**config.mk**
```make
export PLATFORM = sky130hd
export DESIGN_NAME = kaipokrandt_port1_inconditioner
export DESIGN_NICKNAME = d
export VERILOG_FILES = /design/src/rtl/kaipokrandt_port1_inconditioner.sv
export SDC_FILE = /design/constraint.sdc
export NUM_CORES = 1
export LEC_CHECK = 0
export ABC_CLOCK_PERIOD_IN_PS = 5050
export CAP_MARGIN = 25
export CELL_PAD_IN_SITES_DETAIL_PLACEMENT = 0
export CELL_PAD_IN_SITES_GLOBAL_PLACEMENT = 1
export CORE_MARGIN = 4
export CORE_UTILIZATION = 25
export DETAILED_ROUTE_END_ITERATION = 8
export PLACE_DENSITY_LB_ADDON = 0.3
export RECOVER_POWER = 100
export SKIP_LAST_GASP = 1
export SYNTH_ARGS = -nofsm -noshare
export SYNTH_HDL_FRONTEND = slang
export SYNTH_SLANG_ARGS = --single-unit
```
**constraint.sdc**
```tcl
create_clock -name clk -period 5.05 [get_ports clk]
set_clock_uncertainty 0.2 [all_clocks]
set_input_delay 0.7575 -clock clk [delete_from_list [all_inputs] [get_ports clk]]
set_output_delay 0.7575 -clock clk [all_outputs]
set_load 0.02 [all_outputs]
```
**src/rtl/kaipokrandt_port1_inconditioner.sv**
```systemverilog
// Input conditioner for port1: synchronizes the raw pins, filters the word for stability
// and hands each newly settled value to port1 together with a one-cycle load strobe.
module kaipokrandt_port1_inconditioner #(
  parameter int WIDTH         = 16,
  parameter int STABLE_CYCLES = 4,
  parameter int CNT_W         = 8
) (
  input  logic             clk,
  input  logic             reset,
  input  logic [WIDTH-1:0] pin_in,
  input  logic             enable,
  input  logic             force_load,
  input  logic             clr_glitch,
  output logic [WIDTH-1:0] ext_in,
  output logic             load_ext,
  output logic             glitch
);

  typedef enum logic [1:0] {
    IDLE    = 2'd0,
    SETTLE  = 2'd1,
    DELIVER = 2'd2
  } state_t;

  localparam logic [CNT_W-1:0] STABLE_CNT = CNT_W'(STABLE_CYCLES);

  logic [WIDTH-1:0] s1_r;
  logic [WIDTH-1:0] s2_r;
  logic [WIDTH-1:0] cand_r;
  logic [CNT_W-1:0] cnt_r;
  state_t           state_r;
  logic             diff_s;
  logic             stable_s;

  // Candidate change detect and stability test on the synchronized word
  always_comb begin
    diff_s   = (s2_r != cand_r);
    stable_s = (cnt_r == STABLE_CNT);
  end

  // Two-flop synchronizer and saturating run-length counter for the candidate
  always_ff @(posedge clk or negedge reset) begin
    if (!reset) begin
      s1_r   <= '0;
      s2_r   <= '0;
      cand_r <= '0;
      cnt_r  <= '0;
    end else begin
      s1_r <= pin_in;
      s2_r <= s1_r;
      if (diff_s) begin
        cand_r <= s2_r;
        cnt_r  <= CNT_W'(1);
      end else if (cnt_r < STABLE_CNT) begin
        cnt_r <= cnt_r + CNT_W'(1);
      end
    end
  end

  // Delivery FSM with registered ext_in, load_ext and sticky glitch flag
  always_ff @(posedge clk or negedge reset) begin
    if (!reset) begin
      state_r  <= IDLE;
      ext_in   <= '0;
      load_ext <= 1'b0;
      glitch   <= 1'b0;
    end else begin
      // A bounce seen while settling outranks a simultaneous clear
      if (state_r == SETTLE && diff_s) begin
        glitch <= 1'b1;
      end else if (clr_glitch) begin
        glitch <= 1'b0;
      end

      load_ext <= 1'b0;
      if (force_load) begin
        ext_in   <= s2_r;
        state_r  <= DELIVER;
        load_ext <= 1'b1;
      end else begin
        case (state_r)
          IDLE: begin
            if (cand_r != ext_in) begin
              state_r <= SETTLE;
            end
          end
          SETTLE: begin
            if (cand_r == ext_in) begin
              state_r <= IDLE;
            end else if (stable_s && enable) begin
              state_r  <= DELIVER;
              ext_in   <= cand_r;
              load_ext <= 1'b1;
            end
          end
          DELIVER: state_r <= IDLE;
          default: state_r <= IDLE;
        endcase
      end
    end
  end

endmodule

```
==> results.json <==
{
  "whs_path_depth": 0,
  "grtUsageTotal": 0.0842,
  "synth_compound_area_frac": 0.0120,
  "die_area_mm2": 0.0135,
  "powerDensity_mw_per_mm2": 391,
  "power_w": 0.00144,
  "postCtsHoldBufs": 0,
  "synth-simple-area-share": 0.0552,
  "fp.coreArea_mm2": 0.0114,
  "detail-route-antenna-nets": 0,
  "clock_latency_ns": 0.33,
  "synthMuxAreaShare": 0.137,
  "r2r_start": "cnt_r[4]$_DFFE_PN0P_",
  "period_share": 0.577,
  "nNetsFinal": 251,
  "syn2layout_area_growth_pct": 25.7,
  "rsz0062_at_grt": "no",
  "netSwitchingPower_w": 0.000315,
  "drt_first_pass_iters": 4,
  "drt-vias-per-instance": 3.97,
  "synth_top_family_by_area": "multiplexers",
  "seqPwrFrac": 0.467,
  "synth_edf_count": 0,
  "ys_ff_latch": 76,
  "slew_viol_final": 0,
  "clkTransAtPathRegs_ns": 0.05,
  "num_rows": 39,
  "vdd_ir_drop_max_mv": 0.129,
  "synthAdderAreaFrac": 0.00856,
  "crit_arrival_ns": 2.92,
  "hold_viol": 0,
  "yosysTopAreaCellShare": 0.651,
  "route.detailed.drc": 0,
  "grt_overflow_total": 0,
  "yosys.area.top_type": "dfrtp_1",
  "path_max_fanout": 18,
  "yosysMostFrequentCell": "dfrtp_1",
  "drt-total-wl_um": 5080,
  "leakage_nw": 1.50,
  "setup_viol_count_final": 0,
  "yosys-top-cells-count": "76 x dfrtp_1, 33 x xnor2_1, 24 x mux2_2",
  "max_slew_margin": 0.0578,
  "tightest_slew_ns": 1.41,
  "intPower_w": 0.00112,
  "synth_seq_area_share": 0.651,
  "synthDistinctLibCells": 25,
  "portBuffers": 38,
  "synthTopCellsByArea": "dfrtp_1 65%, xnor2_1 9.9%, mux2_2 9.2%",
  "grt_antenna_before_repair": 0,
  "numCtsBuffers": 9,
  "p_clk_frac": 0.442,
  "syn_area_mm2": 0.00292,
  "crit_required_ns": 5.06,
  "fin_cells": 376,
  "syn_nets": 220,
  "fin_crit_ns": 2.91,
  "hp-class": "reg2reg",
  "hold_path_end": "s2_r[9]$_DFF_PN0_",
  "status": "complete, no violations",
  "min_from": "s1_r[9]$_DFF_PN0_",
  "yosys_warnings": 0,
  "postSynthCellCount": 197,
  "cts_tree": "built",
  "hpwlAfterDp_um": 3340,
  "setup.worst_path.end_class": "register",
  "fp.dieW_um": 116,
  "die_y_um": 116,
  "ctsHtreeMaxLevel": 3,
  "grt_pass1_wl_um": 8500,
  "final.setup.tns_ns": 0,
  "post_cts_buffers": 0,
  "finish.utilization": 0.322,
  "synthXorXnorAreaFrac": 0.0989,
  "first_global_vias": 1672,
  "wl_per_cell_um": 13.5,
  "async_flop_share": 1.00,
  "final_layout_size_suffix_gt1_frac": 0.180,
  "reg2reg_depth": 4,
  "start_kind": "register",
  "synthFlopType": "dfrtp_1",
  "root_buffer": "clkbuf_16",
  "gp_congestion": 0.670,
  "r2r-end": "ext_in[15]$_DFFE_PN0P_",
  "fmax_mhz": 343,
  "switching_share": 0.219,
  "cts_max_path_buffers": 2,
  "r2r_slack_ns": 2.14,
  "grt_max_degree": 77,
  "drv_cap": 0,
  "p_comb_frac": 0.090,
  "cts_num_sinks": 76,
  "io_pins": 39,
  "critical_path_class": "reg2reg",
  "syn_area_per_cell_um2": 14.8,
  "num_vias": 1494,
  "initial_core_util": 0.256,
  "cts_resized": 0,
  "place_inst": 359,
  "dr.first_iter.drc_count": 37,
  "antenna_cells": 0
}
==> routing by layer <==
metal / GRT usage / share of wire / routed length, um
met2: 0.126 / 0.47 / 2410
met3: 0.0306 / 0.056 / 285
met5: 0 / 0 / 0
met4: 0.0394 / 0.018 / 91
met1: 0.109 / 0.45 / 2300
==> power by group through the flow <==
| stage | registers (W) | clock network, W | logic [W] |
|---|---|---|---|
| 2_1_floorplan | 0.000695 | 0 | 0.0000634 |
| 3_3_place_gp | 0.000684 | 0 | 0.000144 |
| 3_5_place_dp | 0.000685 | 0 | 0.000144 |
| 4_1_cts | 0.000674 | 0.000662 | 0.000145 |
| 5_1_grt | 0.000678 | 0.000686 | 0.000144 |
| 6_report | 0.000672 | 0.000636 | 0.000130 |
==> cell usage in the layout, fill, tap and decap left out <==
master / n
and2_0: 3
nand2_1: 1
clkbuf_16: 9
nor3_1: 2
clkbuf_8: 2
ha_1: 2
nor4_1: 2
bufinv_16: 1
nand3_1: 1
mux2_2: 24
clkbuf_1: 3
nor2b_1: 2
o22ai_1: 1
xnor2_1: 33
or4_1: 2
nor2_1: 1
mux2i_1: 1
clkinvlp_4: 1
and2_1: 1
a21oi_1: 1
nand4_1: 8
dfrtp_1: 76
inv_1: 3
clkdlybuf4s50_1: 2
mux2_1: 8
a2111oi_0: 1
buf_16: 1
and2_2: 1
o21bai_1: 2
clkinv_2: 2
or2b_2: 1
dlygate4sd3_1: 35
==> critical path, stage by stage, from the launching register on <==
cell and delay [ns]:
dfrtp_1 0.37, or4_1 0.58, or4_1 0.91, mux2_1 0.47, mux2_2 0.26
==> worst max-delay path by stage <==
stage,from,end,cells past startpoint
floorplan,cnt_r[4]$_DFFE_PN0P_,ext_in[0]$_DFFE_PN0P_,6
global placement,enable,ext_in[0]$_DFFE_PN0P_,5
detailed placement,enable,ext_in[0]$_DFFE_PN0P_,5
CTS,cnt_r[4]$_DFFE_PN0P_,ext_in[14]$_DFFE_PN0P_,4
global route,cnt_r[4]$_DFFE_PN0P_,ext_in[3]$_DFFE_PN0P_,4
finish,cnt_r[4]$_DFFE_PN0P_,ext_in[15]$_DFFE_PN0P_,4
==> cell type report <==
class,instances,area (um^2)
Clock buffer,12,256
Clock inverter,4,47.5
Fill cell,1171,7740
Inverter,3,11.3
Multi-Input combinational cell,98,873
Sequential cell,76,1900
Tap cell,143,179
Timing Repair Buffer,40,405
==> cells by family (layout without fill, tap and decap cells) <==
| logic type | after synthesis | in the layout |
|---|---|---|
| buffers and inverters | 23 | 59 |
| AO/OA/AOI/OAI | 5 | 5 |
| multiplexers | 33 | 33 |
| adder cells (fa/ha/maj) | 2 | 2 |
| AND/OR/NAND/NOR | 25 | 25 |
| flip-flops | 76 | 76 |
| XOR/XNOR | 33 | 33 |
==> per-stage QoR <==
step                      area (um^2)  setup slack (ns)  hold slack [ns]
final                            3670              2.14            0.145
after global routing             3670              2.01            0.152
after CTS                        3690              2.49            0.148
after detailed placement         3390              2.17            0.135
after global placement           3380              2.18            0.133
after floorplan                  2920              2.53            0.131
==> sequential cells by signal (all words and copies together) (netlist names) <==
register / cells
cand_r: 16
cnt_r: 8
ext_in: 16
glitch: 1
s1_r: 16
state_r: 2
load_ext: 1
s2_r: 16
(Power assumes the default switching activity.)
